## src/rtl/cpu_pkg.sv

```systemverilog
// cpu_pkg: shared widths, opcodes, ALU select and ALU function for simple_cpu
package cpu_pkg;
   localparam int DATA_W = 8;
   localparam int PC_W   = 32;
   localparam int NREG   = 8;
   localparam logic [7:0] OP_LOADI = 8'h00;
   localparam logic [7:0] OP_MOV   = 8'h01;
   localparam logic [7:0] OP_ADD   = 8'h02;
   localparam logic [7:0] OP_SUB   = 8'h03;
   localparam logic [7:0] OP_AND   = 8'h04;
   localparam logic [7:0] OP_OR    = 8'h05;
   localparam logic [7:0] OP_J     = 8'h06;
   localparam logic [7:0] OP_BEQ   = 8'h07;
   typedef enum logic [1:0] {ALU_FWD, ALU_ADD, ALU_AND, ALU_OR} alu_sel_t;
   // FWD passes operand b so loadi and mov share the write path
   function automatic logic [DATA_W-1:0] alu(input alu_sel_t sel, input logic [DATA_W-1:0] a,
                                             input logic [DATA_W-1:0] b);
      return sel == ALU_FWD ? b : sel == ALU_ADD ? a + b : sel == ALU_AND ? a & b : a | b;
   endfunction
endpackage

```

## src/rtl/reg_file.sv

```systemverilog
// reg_file: eight 8-bit registers, two combinational read ports, one synchronous write port
//   clk, rst_n      : clock, asynchronous active-low clear of all registers
//   we, waddr, wdata: write enable, address, data
//   raddr1/rdata1, raddr2/rdata2: read ports
module reg_file
   import cpu_pkg::*;
(
   input  logic              clk,
   input  logic              rst_n,
   input  logic              we,
   input  logic [2:0]        waddr,
   input  logic [DATA_W-1:0] wdata,
   input  logic [2:0]        raddr1,
   input  logic [2:0]        raddr2,
   output logic [DATA_W-1:0] rdata1,
   output logic [DATA_W-1:0] rdata2
);
   logic [DATA_W-1:0] reg_array [0:NREG-1];
   always_ff @(posedge clk or negedge rst_n)
      if (!rst_n)
         for (int i = 0; i < NREG; i++) reg_array[i] <= '0;
      else if (we)
         reg_array[waddr] <= wdata;
   assign rdata1 = reg_array[raddr1];
   assign rdata2 = reg_array[raddr2];
endmodule

```

## src/rtl/simple_cpu.sv

```systemverilog
// simple_cpu: single-cycle 8-bit datapath core with 32-bit PC
//   CLK         : system clock, rising edge
//   RESET       : asynchronous active-low reset (PC and registers to 0)
//   INSTRUCTION : instruction word fetched at PC_OUT
//   PC_OUT      : current program counter (byte address)
module simple_cpu
   import cpu_pkg::*;
(
   input  logic            CLK,
   input  logic            RESET,
   input  logic [31:0]     INSTRUCTION,
   output logic [PC_W-1:0] PC_OUT
);
   logic [7:0] op, offset, imm;
   logic [2:0] rd, rt, rs;
   logic [DATA_W-1:0] rt_val, rs_val, operand_b, result;
   alu_sel_t alu_sel;
   logic we, is_sub, branch;
   logic [PC_W-1:0] pc_next;
   logic unused_bits;
   assign op     = INSTRUCTION[31:24];
   assign offset = INSTRUCTION[23:16];
   assign rd     = INSTRUCTION[18:16];
   assign rt     = INSTRUCTION[10:8];
   assign rs     = INSTRUCTION[2:0];
   assign imm    = INSTRUCTION[7:0];
   assign unused_bits = ^INSTRUCTION[15:11];
   reg_file u_regfile (
      .clk    (CLK),
      .rst_n  (RESET),
      .we     (we),
      .waddr  (rd),
      .wdata  (result),
      .raddr1 (rt),
      .raddr2 (rs),
      .rdata1 (rt_val),
      .rdata2 (rs_val)
   );
   // beq compares through the adder: equal operands give a zero difference
   always_comb begin
      is_sub    = op == OP_SUB || op == OP_BEQ;
      we        = op <= OP_OR;
      alu_sel   = (op == OP_ADD || is_sub) ? ALU_ADD : op == OP_AND ? ALU_AND :
                  op == OP_OR ? ALU_OR : ALU_FWD;
      operand_b = op == OP_LOADI ? imm : is_sub ? ~rs_val + 8'd1 : rs_val;
      result    = alu(alu_sel, rt_val, operand_b);
      branch    = op == OP_J || (op == OP_BEQ && result == '0);
      pc_next   = PC_OUT + 32'd4 + (branch ? {{22{offset[7]}}, offset, 2'b00} : 32'd0);
   end
   always_ff @(posedge CLK or negedge RESET)
      if (!RESET)
         PC_OUT <= '0;
      else
         PC_OUT <= pc_next;
endmodule

```

## config.mk

```make
export PLATFORM = sky130hd
export DESIGN_NAME = simple_cpu
export DESIGN_NICKNAME = d
export VERILOG_FILES = /design/src/rtl/cpu_pkg.sv /design/src/rtl/reg_file.sv /design/src/rtl/simple_cpu.sv
export SDC_FILE = /design/constraint.sdc
export NUM_CORES = 1
export LEC_CHECK = 0
export BUFFER_PORTS_ARGS = -buffer_cell sky130_fd_sc_hd__clkbuf_2
export CORE_ASPECT_RATIO = 2
export CORE_MARGIN = 3
export CORE_UTILIZATION = 60
export DETAILED_ROUTE_END_ITERATION = 16
export PLACE_DENSITY_LB_ADDON = 0.12
export SYNTH_ARGS = -nofsm -noshare
export SYNTH_HDL_FRONTEND = slang
export SYNTH_SLANG_ARGS = --single-unit
```

## constraint.sdc

```tcl
create_clock -name CLK -period 10.1 [get_ports CLK]
set_input_delay 1.01 -clock CLK [delete_from_list [all_inputs] [get_ports CLK]]
set_output_delay 1.01 -clock CLK [all_outputs]
set_load 0.1 [all_outputs]
```

Word level (Yosys, flattened, before mapping)
Index checks and enable logic that the tools add are counted.
{"block": "op_classes", "n_addsub": 4, "n_mul": 0, "div": 0, "n_lt_le_gt_ge": 5, "eq_ne": 8, "shifts": 0, "mux": 18, "bitwise": 6, "n_reduce_logical": 8}
{"operator": "two-way mux 8 bit", "n": 10}
{"operator": "bitwise mux 64 bit", "n": 1}
{"operator": "binary-select mux 8 bit (select 3 bit)", "n": 2}
{"operator": "adder 32 x 3 -> 32 bit (second input constant)", "n": 1}
{"operator": "adder 32 bit", "n": 1}
{"operator": "equality test 8 x 3 -> 1 bit (second input constant)", "n": 4}
{"operator": "two-way mux 32 bit", "n": 1}
{"operator": "demux 8 bit (select 3 bit)", "n": 1}
{"operator": "equality test 8 x 2 -> 1 bit (second input constant)", "n": 2}
{"operator": "zero test 8 bit", "n": 2}
{"operator": "greater-or-equal comparator 4 bit (second input constant)", "n": 3}
{"operator": "NOT 3 -> 4 bit", "n": 3}
{"operator": "adder 8 x 1 -> 8 bit (second input constant)", "n": 1}
{"operator": "adder 8 bit", "n": 1}
{"operator": "bitwise AND 8 bit", "n": 1}
{"operator": "<= comparator 8 x 3 -> 1 bit (second input constant)", "n": 1}
{"operator": "NOT 8 bit", "n": 1}
{"operator": "OR 8 bit", "n": 1}
{"operator": "two-way mux 2 bit", "n": 3}
{"operator": "< comparator 4 x 1 -> 1 bit (second input constant)", "n": 1}
{"operator": "logical OR 1 bit", "n": 3}
{"operator": "equality test 2 x 1 -> 1 bit (second input constant)", "n": 1}
{"operator": "equality test 2 bit (second input constant)", "n": 1}
{"operator": "logical AND 1 bit", "n": 2}
{"operator": "zero test 2 bit", "n": 1}
{"block": "totals", "ff_bits": 96, "latch_bits": 0, "mem_bits_rw": 0, "mem_bits_ro": 0, "in_bits": 34, "out_inout_bits": 32, "word_cells": 58, "n_memories": 0}

Longest topological paths before layout
Gate-level depths: netlist (run 1).
{"block": "depth", "depth_word": 17, "ltp_mapped": 32, "ltp_nobuf": 30}

Cells and area by module
A second synthesis (run 1) with hierarchy kept.
{"block": "hier_totals", "hier_cells": 654, "hier_area_um2": 7348.3}
{"mod": "simple_cpu", "instances": 1, "cells_per_inst": 453, "area_each_um2": 3808.7, "seq_area_each_um2": 750.7}
{"mod": "reg_file", "instances": 1, "cells_per_inst": 201, "area_each_um2": 3539.6, "seq_area_each_um2": 1601.5}

Worst setup path after synthesis (run 1)
OpenSTA, ideal clock, no wires.
{"block": "synth_timing", "path_type": "input to register", "from": "input port INSTRUCTION[8]", "to": "register PC_OUT[31]", "setup_ns": 0.134, "arrival_time_ns": 8.277, "t_required_ns": 9.966, "slack_ns": 1.690, "stages": 26, "n_path_buf": 3, "path_cell_list": "clkbuf_1 buf_1 mux4_2 mux2i_1 inv_1 ha_1 fa_1 a211oi_1 o21bai_1 a21oi_1 mux2i_1 a22oi_4 nor4b_4 a31oi_4 nor2_1 ha_1 ha_1 clkbuf_1 and4_1 and4_1 nand2_1 a211o_1 a311oi_1 a31oi_1 o31ai_1 xnor3_1"}
{"block": "synth_between", "elab_chain_len": 13, "word_cells_on_any_way": 15, "classes_between": "add/sub (2); mux (7); bitwise (3); reduce/logical (3)"}
{"item": "start: declaration", "line": "simple_cpu.sv:11", "text": "input logic [31:0] INSTRUCTION,"}
{"item": "NOT 3 -> 4 bit (implied by the code) (*)", "line": "reg_file.sv:24", "text": "assign rdata1 = reg_array[raddr1];"}
{"item": "binary-select mux 8 bit (select 3 bit) (*)", "line": "reg_file.sv:24"}
{"item": "two-way mux 8 bit (implied by the code) (*) (2 in series)", "line": "reg_file.sv:24"}
{"item": "branches (longest 2 deep; another with adder 8 bit)"}
{"item": "two-way mux 8 bit (*) (2 in series)", "line": "cpu_pkg.sv:18", "text": "return sel == ALU_FWD ? b : sel == ALU_ADD ? a + b : sel == ALU_AND ? a & b : a | b;"}
{"item": "zero test 8 bit (*)", "line": "simple_cpu.sv:47", "text": "branch = op == OP_J || (op == OP_BEQ && result == '0);"}
{"item": "logical AND 1 bit (*)", "line": "simple_cpu.sv:47"}
{"item": "logical OR 1 bit (*)", "line": "simple_cpu.sv:47"}
{"item": "two-way mux 32 bit (*)", "line": "simple_cpu.sv:48", "text": "pc_next = PC_OUT + 32'd4 + (branch ? {{22{offset[7]}}, offset, 2'b00} : 32'd0);"}
{"item": "adder 32 bit (*)", "line": "simple_cpu.sv:48"}
{"item": "net pc_next[31]", "line": "simple_cpu.sv:19", "text": "logic [PC_W-1:0] pc_next;"}
{"item": "end signal: assignment", "line": "simple_cpu.sv:54", "text": "PC_OUT <= pc_next;"}
{"item": "end: declaration", "line": "simple_cpu.sv:12", "text": "output logic [PC_W-1:0] PC_OUT"}
Mark *: on every way through the listed nets, which the timed path passes. The select of a mux whose other input is x is not followed.
A chain may end at the register's enable or synchronous reset.

Worst setup path in the final report (run 1)
{"block": "layout_timing", "from": "input port INSTRUCTION[1]", "to": "register PC_OUT[31]"}
{"block": "layout_between", "elab_chain_len": 17, "word_cells_on_any_way": 19, "classes_between": "add/sub (3); mux (9); bitwise (4); reduce/logical (3)"}
{"item": "NOT 3 -> 4 bit (implied by the code)", "line": "reg_file.sv:25", "text": "assign rdata2 = reg_array[raddr2];"}
{"item": "binary-select mux 8 bit (select 3 bit)", "line": "reg_file.sv:25"}
{"item": "two-way mux 8 bit (implied by the code) (2 in series)", "line": "reg_file.sv:25"}
{"item": "NOT 8 bit", "line": "simple_cpu.sv:45", "text": "operand_b = op == OP_LOADI ? imm : is_sub ? ~rs_val + 8'd1 : rs_val;"}
{"item": "adder 8 x 1 -> 8 bit", "line": "simple_cpu.sv:45"}
{"item": "two-way mux 8 bit", "line": "simple_cpu.sv:45"}
{"item": "two-way mux 8 bit (*)", "line": "simple_cpu.sv:45"}
{"item": "branches (longest 3 deep; another with adder 8 bit)"}
{"item": "two-way mux 8 bit (*)", "line": "cpu_pkg.sv:18"}
{"item": "zero test 8 bit (*)", "line": "simple_cpu.sv:47"}
{"item": "logical AND 1 bit (*)", "line": "simple_cpu.sv:47"}
{"item": "logical OR 1 bit (*)", "line": "simple_cpu.sv:47"}
{"item": "two-way mux 32 bit (*)", "line": "simple_cpu.sv:48"}
{"item": "adder 32 bit (*)", "line": "simple_cpu.sv:48"}
{"item": "net pc_next[31]", "line": "simple_cpu.sv:19"}
Marked as above.

==> reports/qor.json, run 1 <==
{
  "clock_network": {
    "tritoncts.num_buffers": 9,
    "clock_latency_ns": 0.34,
    "count_of_clock_tree_sinks": 94,
    "post_cts.resized_instances": 0,
    "cts_htree_levels": 3,
    "buffer_depth_of_the_longest_clock_path": 2,
    "cts-hold-fix-buffers": 0,
    "cts_root_buf": "clkbuf_16",
    "tritoncts": "done",
    "clkTransAtPathRegs_ns": 0.07,
    "postCtsSetupRepairBufs": 0
  },
  "pwr": {
    "fraction_of_power_spent_switching_nets_pct": 41.4,
    "internal_power_w": 0.000741,
    "p_leak_nw": 3.96,
    "p_seq_share_pct": 34.2,
    "power.share.combinational_pct": 36.3,
    "worst_ir_drop_vdd_mv": 0.166,
    "p_per_area_nw_per_um2": 159,
    "clockPowerShare_pct": 29.4,
    "switchingPower_w": 0.000524,
    "total_power_w": 0.00127
  },
  "floorplanning": {
    "die_height_um": 162,
    "die_width_um": 84,
    "row_count": 56,
    "initial_utilization_pct": 61.7,
    "dieArea_um2": 13600,
    "top_level_ports": 66,
    "design.core.area_um2": 11800
  },
  "logic_synthesis": {
    "yosys_register_bits": 94,
    "postSynthCellCount": 742,
    "post-synth-top-area-cell": "dfrtp_1",
    "synth_cell_area_um2": 7300,
    "synth.avg_cell_area_um2": 9.84,
    "seq_area_frac_synth_pct": 32.2,
    "ys_async_sr_fraction_pct": 100,
    "yosys.cell_types.count": 82,
    "ys_top_cells_by_area": "dfrtp_1 32%, ha_1 13%, mux4_2 8.6%, o21ai_0 5.2%, nand2_1 4.6%",
    "yosys_warnings": 0,
    "synth_flop_type": "dfrtp_1",
    "synth-edff-count": 0,
    "synth_top_area_share_pct": 32.2
  },
  "placed_design": {
    "placedInstanceArea_um2": 7610,
    "place.port_buffers": 58,
    "place.detailed.hpwl_mm": 14.6,
    "post-place-cells": 918,
    "routabilityCongestion": 0.951
  },
  "setup_path": {
    "crit_path_start": "INSTRUCTION[1]",
    "worst-path-stages": 29,
    "r2r_start": "u_regfile.reg_array[42]",
    "crit_buf_inv": 3,
    "worstPathArrival_ns": 9.00,
    "critical_path_required_ns": 10.31,
    "setup.worst_path.end_class": "flop",
    "setup.worst_path.class": "in -> reg",
    "worst_path_dominant_cell_family": "compound AO/OA/AOI/OAI gates",
    "max_stage_delay_ns": 0.92,
    "worst-r2r-cell-count": 28,
    "regToRegEndpoint": "PC_OUT[31]",
    "crit_path_top_delay_cell": "o41ai_1",
    "critPathLaunchType": "input port",
    "worstSetupEndpoint": "PC_OUT[31]",
    "ff_to_ff_setup_slack_ns": 2.24,
    "critical-path-top-cell-by-count": "o21ai_0",
    "timing.critical_path.fanout_max": 21
  },
  "routing": {
    "detail_route.iter0.violations": 348,
    "wl_mm": 18.7,
    "post_drt_wl_per_cell_um": 20.1,
    "drc": 0,
    "vias": 5954,
    "ant_nets": 0,
    "detail_route.first_pass.iterations": 5,
    "viasPerCell": 6.37
  },
  "timing": {
    "clock.fmax_mhz": 114,
    "tightest_slew_ns": 1.03,
    "setup-violations-final": 0,
    "rsz0062_at_grt": "no",
    "post-route-min-period_ns": 8.79,
    "maxSlewViolCount": 0,
    "worst_hold_margin_ns": 0.501,
    "clock-skew-final_ns": 0.00764,
    "hold_violations": 0,
    "setup_total_negative_slack_ns": 0,
    "max_slew_margin_pct": 30.5,
    "final.period_utilization_pct": 87.0
  },
  "global_routing": {
    "number_of_antenna_violations_at_the_first_check_in_global_routing": 0,
    "grt_util_all_layers_pct": 28.1,
    "largest_net_degree_at_the_start_of_global_routing": 61,
    "global_route_wire_length_before_repair_mm": 30.0,
    "first_global_vias": 6129,
    "grt.overflow.total": 0
  },
  "cells_and_area": {
    "final_layout_size_suffix_gt1_share_pct": 18.1,
    "final_nets": 894,
    "most-common-layout-cells": "94 x dfrtp_1, 90 x nand2_1, 76 x o21ai_0, 74 x ha_1, 57 x clkbuf_2",
    "area_delta_synth_final_pct": 8.81,
    "final_cells": 934,
    "antenna_fix_cells": 0,
    "num-fill-cells": 956,
    "final_common_cell": "dfrtp_1",
    "postLayoutCellArea_um2": 7940
  },
  "flow_run": {
    "max-cap-violations": 0
  },
  "worst_hold_path": {
    "worstHoldPathType": "reg -> reg"
  },
  "outcome": {
    "run_status": "complete, no violations"
  }
}
## final cells by class
cell class,instances,area (um^2),area share [%]
clock buffer,10,239,3.01
timing repair buffer,61,315,3.97
sequential,94,2350,29.6
multi-input combinational,578,4610,58.1
clock inverter,6,92.6,1.17
inverter,40,150,1.89
tap,145,181,2.28
## Yosys cell counts (6+ instances only)
cell type  count
a21o_1        15
mux4_2        28
nor3_1        13
a21oi_1       31
ha_1          74
nand3_1       11
mux2_2        13
nand2_1       90
nor2b_1       10
xor2_1        10
mux2i_1       19
nand3b_1       6
nor2_1        40
a211oi_1       6
o31ai_1        7
xnor2_1       16
nand2b_1      10
dfrtp_1       94
clkbuf_1      17
inv_1         40
o21ai_0       76
## power by group through the flow
stage               Clock (W)  Combinational (W)  Sequential, W
floorplan                   0           0.000158       0.000651
global placement            0           0.000449       0.000440
detailed placement          0           0.000461       0.000440
CTS                  0.000376           0.000462       0.000434
global route         0.000390           0.000489       0.000438
finish               0.000372           0.000460       0.000433
## stage by stage
step | utilization, % | setup slack (ns)
2_1_floorplan | - | 1.69
3_3_place_gp | 64.3 | 1.30
3_5_place_dp | 64.3 | 1.10
4_1_cts | 67.1 | 1.42
5_1_grt | 67.1 | 0.829
6_report | 67.1 | 1.31
## registers in the layout, indices dropped and copies added (netlist names)
| register | flops |
|---|---|
| PC_OUT | 30 |
| u_regfile.reg_array | 64 |
## routing by layer
metal | up-vias | GRT usage, % | part of all wire [%]
met2 | 190 | 55.7 | 57
li1 | 2790 | - | -
met3 | 73 | 2.84 | 3.2
met4 | 0 | 17.6 | 6.3
met5 | - | 0 | 0
met1 | 2901 | 26.7 | 34
## how the worst min path moves through the flow
stage | end | slack [ns] | depth (start not counted) | startpoint
final | u_regfile.reg_array[40] | 0.50 | 2 | u_regfile.reg_array[40]
after global routing | u_regfile.reg_array[5] | 0.53 | 2 | u_regfile.reg_array[5]
after CTS | u_regfile.reg_array[40] | 0.50 | 2 | u_regfile.reg_array[40]
after detailed placement | u_regfile.reg_array[40] | 0.49 | 2 | u_regfile.reg_array[40]
after global placement | u_regfile.reg_array[15] | 0.47 | 2 | u_regfile.reg_array[15]
after floorplan | u_regfile.reg_array[2] | 0.46 | 2 | u_regfile.reg_array[2]
## tightest hold or removal path, cell delays in order (launching register included)
cell and delay (ns):
dfrtp_1 0.36, nand2_1 0.05, o21ai_0 0.06
## cells by family (layout without fill, tap and decap cells)
group	count (synthesis)	in the layout	share of synthesized area, %
other	1	2	0.0514
AND/OR/NAND/NOR	219	219	15.2
multiplexers	62	62	13.7
adder cells (fa/ha/maj)	76	76	13.2
XOR/XNOR	27	27	3.43
AO/OA/AOI/OAI	192	192	17.5
buffers and inverters	71	117	4.64
flip-flops	94	94	32.2
Note: power is estimated with default switching activity, not from simulation.
==> inputs of run 2 (changes only) <==
Settings changed: CORE_UTILIZATION 60 to 55.
Clock period 10.1 ns to 7.4 ns, I/O delays scaled along.
==> run 2 against run 1 <==
Non-clock buffer count is 121 higher; largest cell class unchanged; power is 39% higher; global-route usage is 1.2 points higher; clock skew is 0.00067 ns lower; count of clock-buffer cells in the layout is 1 lower; critical endpoint unchanged.
==> reports/qor.json, run 2 (synthesis gave the netlist of run 1 again) <==
{
  "clock_network": {
    "clkTransAtPathRegs_ns": 0.07,
    "buffer_depth_of_the_longest_clock_path": 2,
    "tritoncts.num_buffers": 9,
    "clock_latency_ns": 0.34,
    "cts_root_buf": "clkbuf_16",
    "cts_htree_levels": 3,
    "tritoncts": "done",
    "count_of_clock_tree_sinks": 94
  },
  "timing": {
    "maxSlewViolCount": 0,
    "final.period_utilization_pct": 97.9,
    "clock.fmax_mhz": 138,
    "hold_violations": 0,
    "max_slew_margin_pct": 33.0,
    "setup-violations-final": 0,
    "tightest_slew_ns": 1.00,
    "post-route-min-period_ns": 7.25,
    "clock-skew-final_ns": 0.00697
  },
  "flow_run": {
    "max-cap-violations": 0
  },
  "setup_path": {
    "worst-r2r-cell-count": 30,
    "r2r_start": "u_regfile.reg_array[32]",
    "setup.worst_path.end_class": "flop",
    "setup.worst_path.class": "in -> reg",
    "max_stage_delay_ns": 0.60,
    "worstPathArrival_ns": 7.46,
    "regToRegEndpoint": "PC_OUT[31]",
    "crit_path_start": "INSTRUCTION[0]",
    "critical-path-top-cell-by-count": "ha_1",
    "worstSetupEndpoint": "PC_OUT[31]",
    "crit_path_top_delay_cell": "mux4_2",
    "ff_to_ff_setup_slack_ns": 0.37,
    "critPathLaunchType": "input port",
    "critical_path_required_ns": 7.62,
    "timing.critical_path.fanout_max": 4
  },
  "global_routing": {
    "number_of_antenna_violations_at_the_first_check_in_global_routing": 0,
    "grt_util_all_layers_pct": 29.3,
    "largest_net_degree_at_the_start_of_global_routing": 63,
    "global_route_wire_length_before_repair_mm": 33.4,
    "first_global_vias": 6894,
    "grt.overflow.total": 0
  },
  "cells_and_area": {
    "final_layout_size_suffix_gt1_share_pct": 30.5,
    "antenna_fix_cells": 0,
    "final_cells": 1061,
    "final_common_cell": "buf_4",
    "most-common-layout-cells": "121 x buf_4, 94 x dfrtp_1, 90 x nand2_1, 73 x o21ai_0, 72 x ha_1",
    "largest_reg_flops": 64,
    "most_flops_register": "u_regfile.reg_array",
    "reg_top3": "u_regfile.reg_array x64, PC_OUT x30",
    "final_nets": 1015,
    "area_delta_synth_final_pct": 22.8,
    "postLayoutCellArea_um2": 8970
  },
  "routing": {
    "detail_route.iter0.violations": 454,
    "wl_mm": 21.3,
    "drc": 0,
    "viasPerCell": 6.23,
    "post_drt_wl_per_cell_um": 20.0,
    "detail_route.first_pass.iterations": 5,
    "vias": 6608,
    "ant_nets": 0
  },
  "floorplanning": {
    "dieArea_um2": 14800,
    "top_level_ports": 66,
    "die_height_um": 169,
    "row_count": 59,
    "die_width_um": 87.5,
    "initial_utilization_pct": 56.2,
    "design.core.area_um2": 13000
  },
  "outcome": {
    "run_status": "complete, no violations"
  },
  "placed_design": {
    "place.detailed.hpwl_mm": 16.7,
    "routabilityCongestion": 0.999,
    "post-place-cells": 1043,
    "place.port_buffers": 58,
    "placedInstanceArea_um2": 8540
  },
  "pwr": {
    "worst_ir_drop_vdd_mv": 0.259,
    "p_per_area_nw_per_um2": 196,
    "total_power_w": 0.00175,
    "p_leak_nw": 4.55
  },
  "worst_hold_path": {
    "worstHoldPathType": "in -> async"
  }
}
run 2: changes by cell type in the layout (fill, tap and decap cells not counted), sizes merged:
| cell | change |
|---|---|
| buf | +122 |
| clkinv | -1 |
| inv | +1 |
| clkinvlp | +1 |
| bufinv | -1 |
| clkbuf | -2 |
run 2: repair_timing:
item,CTS,global route
hold buffers,0,0
endpoints found under the setup margin,2,9
resized for setup,3,22
buffers inserted,0,3
gates cloned,0,0
pin swaps,0,10
run 2: layer usage:
metal  part of all wire, %  vias to the layer above  track usage [%]
met4                   6.1                        0             16.6
met1                    32                     3243             27.6
met3                   3.8                       90             3.51
met2                    58                      245             57.4
met5                     0                        -                0
li1                      -                     3030                -
run 2: worst max-delay path: cells and delay by family:
family                     cells  cell delay (ns)
AOI/OAI and AO/OA             13             2.42
buffers and inverters          4             0.45
xor gates and xnor gates       1             0.26
adders and majority gates      5             1.31
and+or+nand+nor                5             1.07
muxes                          3             1.19
run 2: worst min-delay path by stage:
stage,from,endpoint,cells past startpoint
after floorplan,RESET,PC_OUT[10],0
after global placement,u_regfile.reg_array[5],u_regfile.reg_array[5],2
after detailed placement,u_regfile.reg_array[35],u_regfile.reg_array[35],2
after CTS,RESET,PC_OUT[22],1
after global routing,RESET,PC_OUT[23],1
final,RESET,PC_OUT[23],1
run 2: area by class of cell:
type	count	area [um^2]
Fill cell	1002	4030
Clock buffer	9	225
Tap cell	152	190
Timing Repair Buffer	182	1270
Inverter	40	150
Multi-Input combinational cell	578	4710
Sequential cell	94	2350
Clock inverter	6	70.1
run 2: power breakdown:
part,internal (W),switching [W]
Combinational,0.000196,0.000501
Clock,0.000262,0.000200
Sequential,0.000561,0.0000348
run 2: metrics by stage:
step                setup WS [ns]  setup TNS, ns  hold slack (ns)  util (%)
finish                      0.154              0            0.327      69.0
detailed placement         -0.522          -1.56            0.490      65.7
global placement           -0.470          -1.31            0.474      65.7
global route               -0.111         -0.361            0.349      69.0
floorplan                  0.0539              0            0.444         -
CTS                        0.0126              0            0.337      68.1
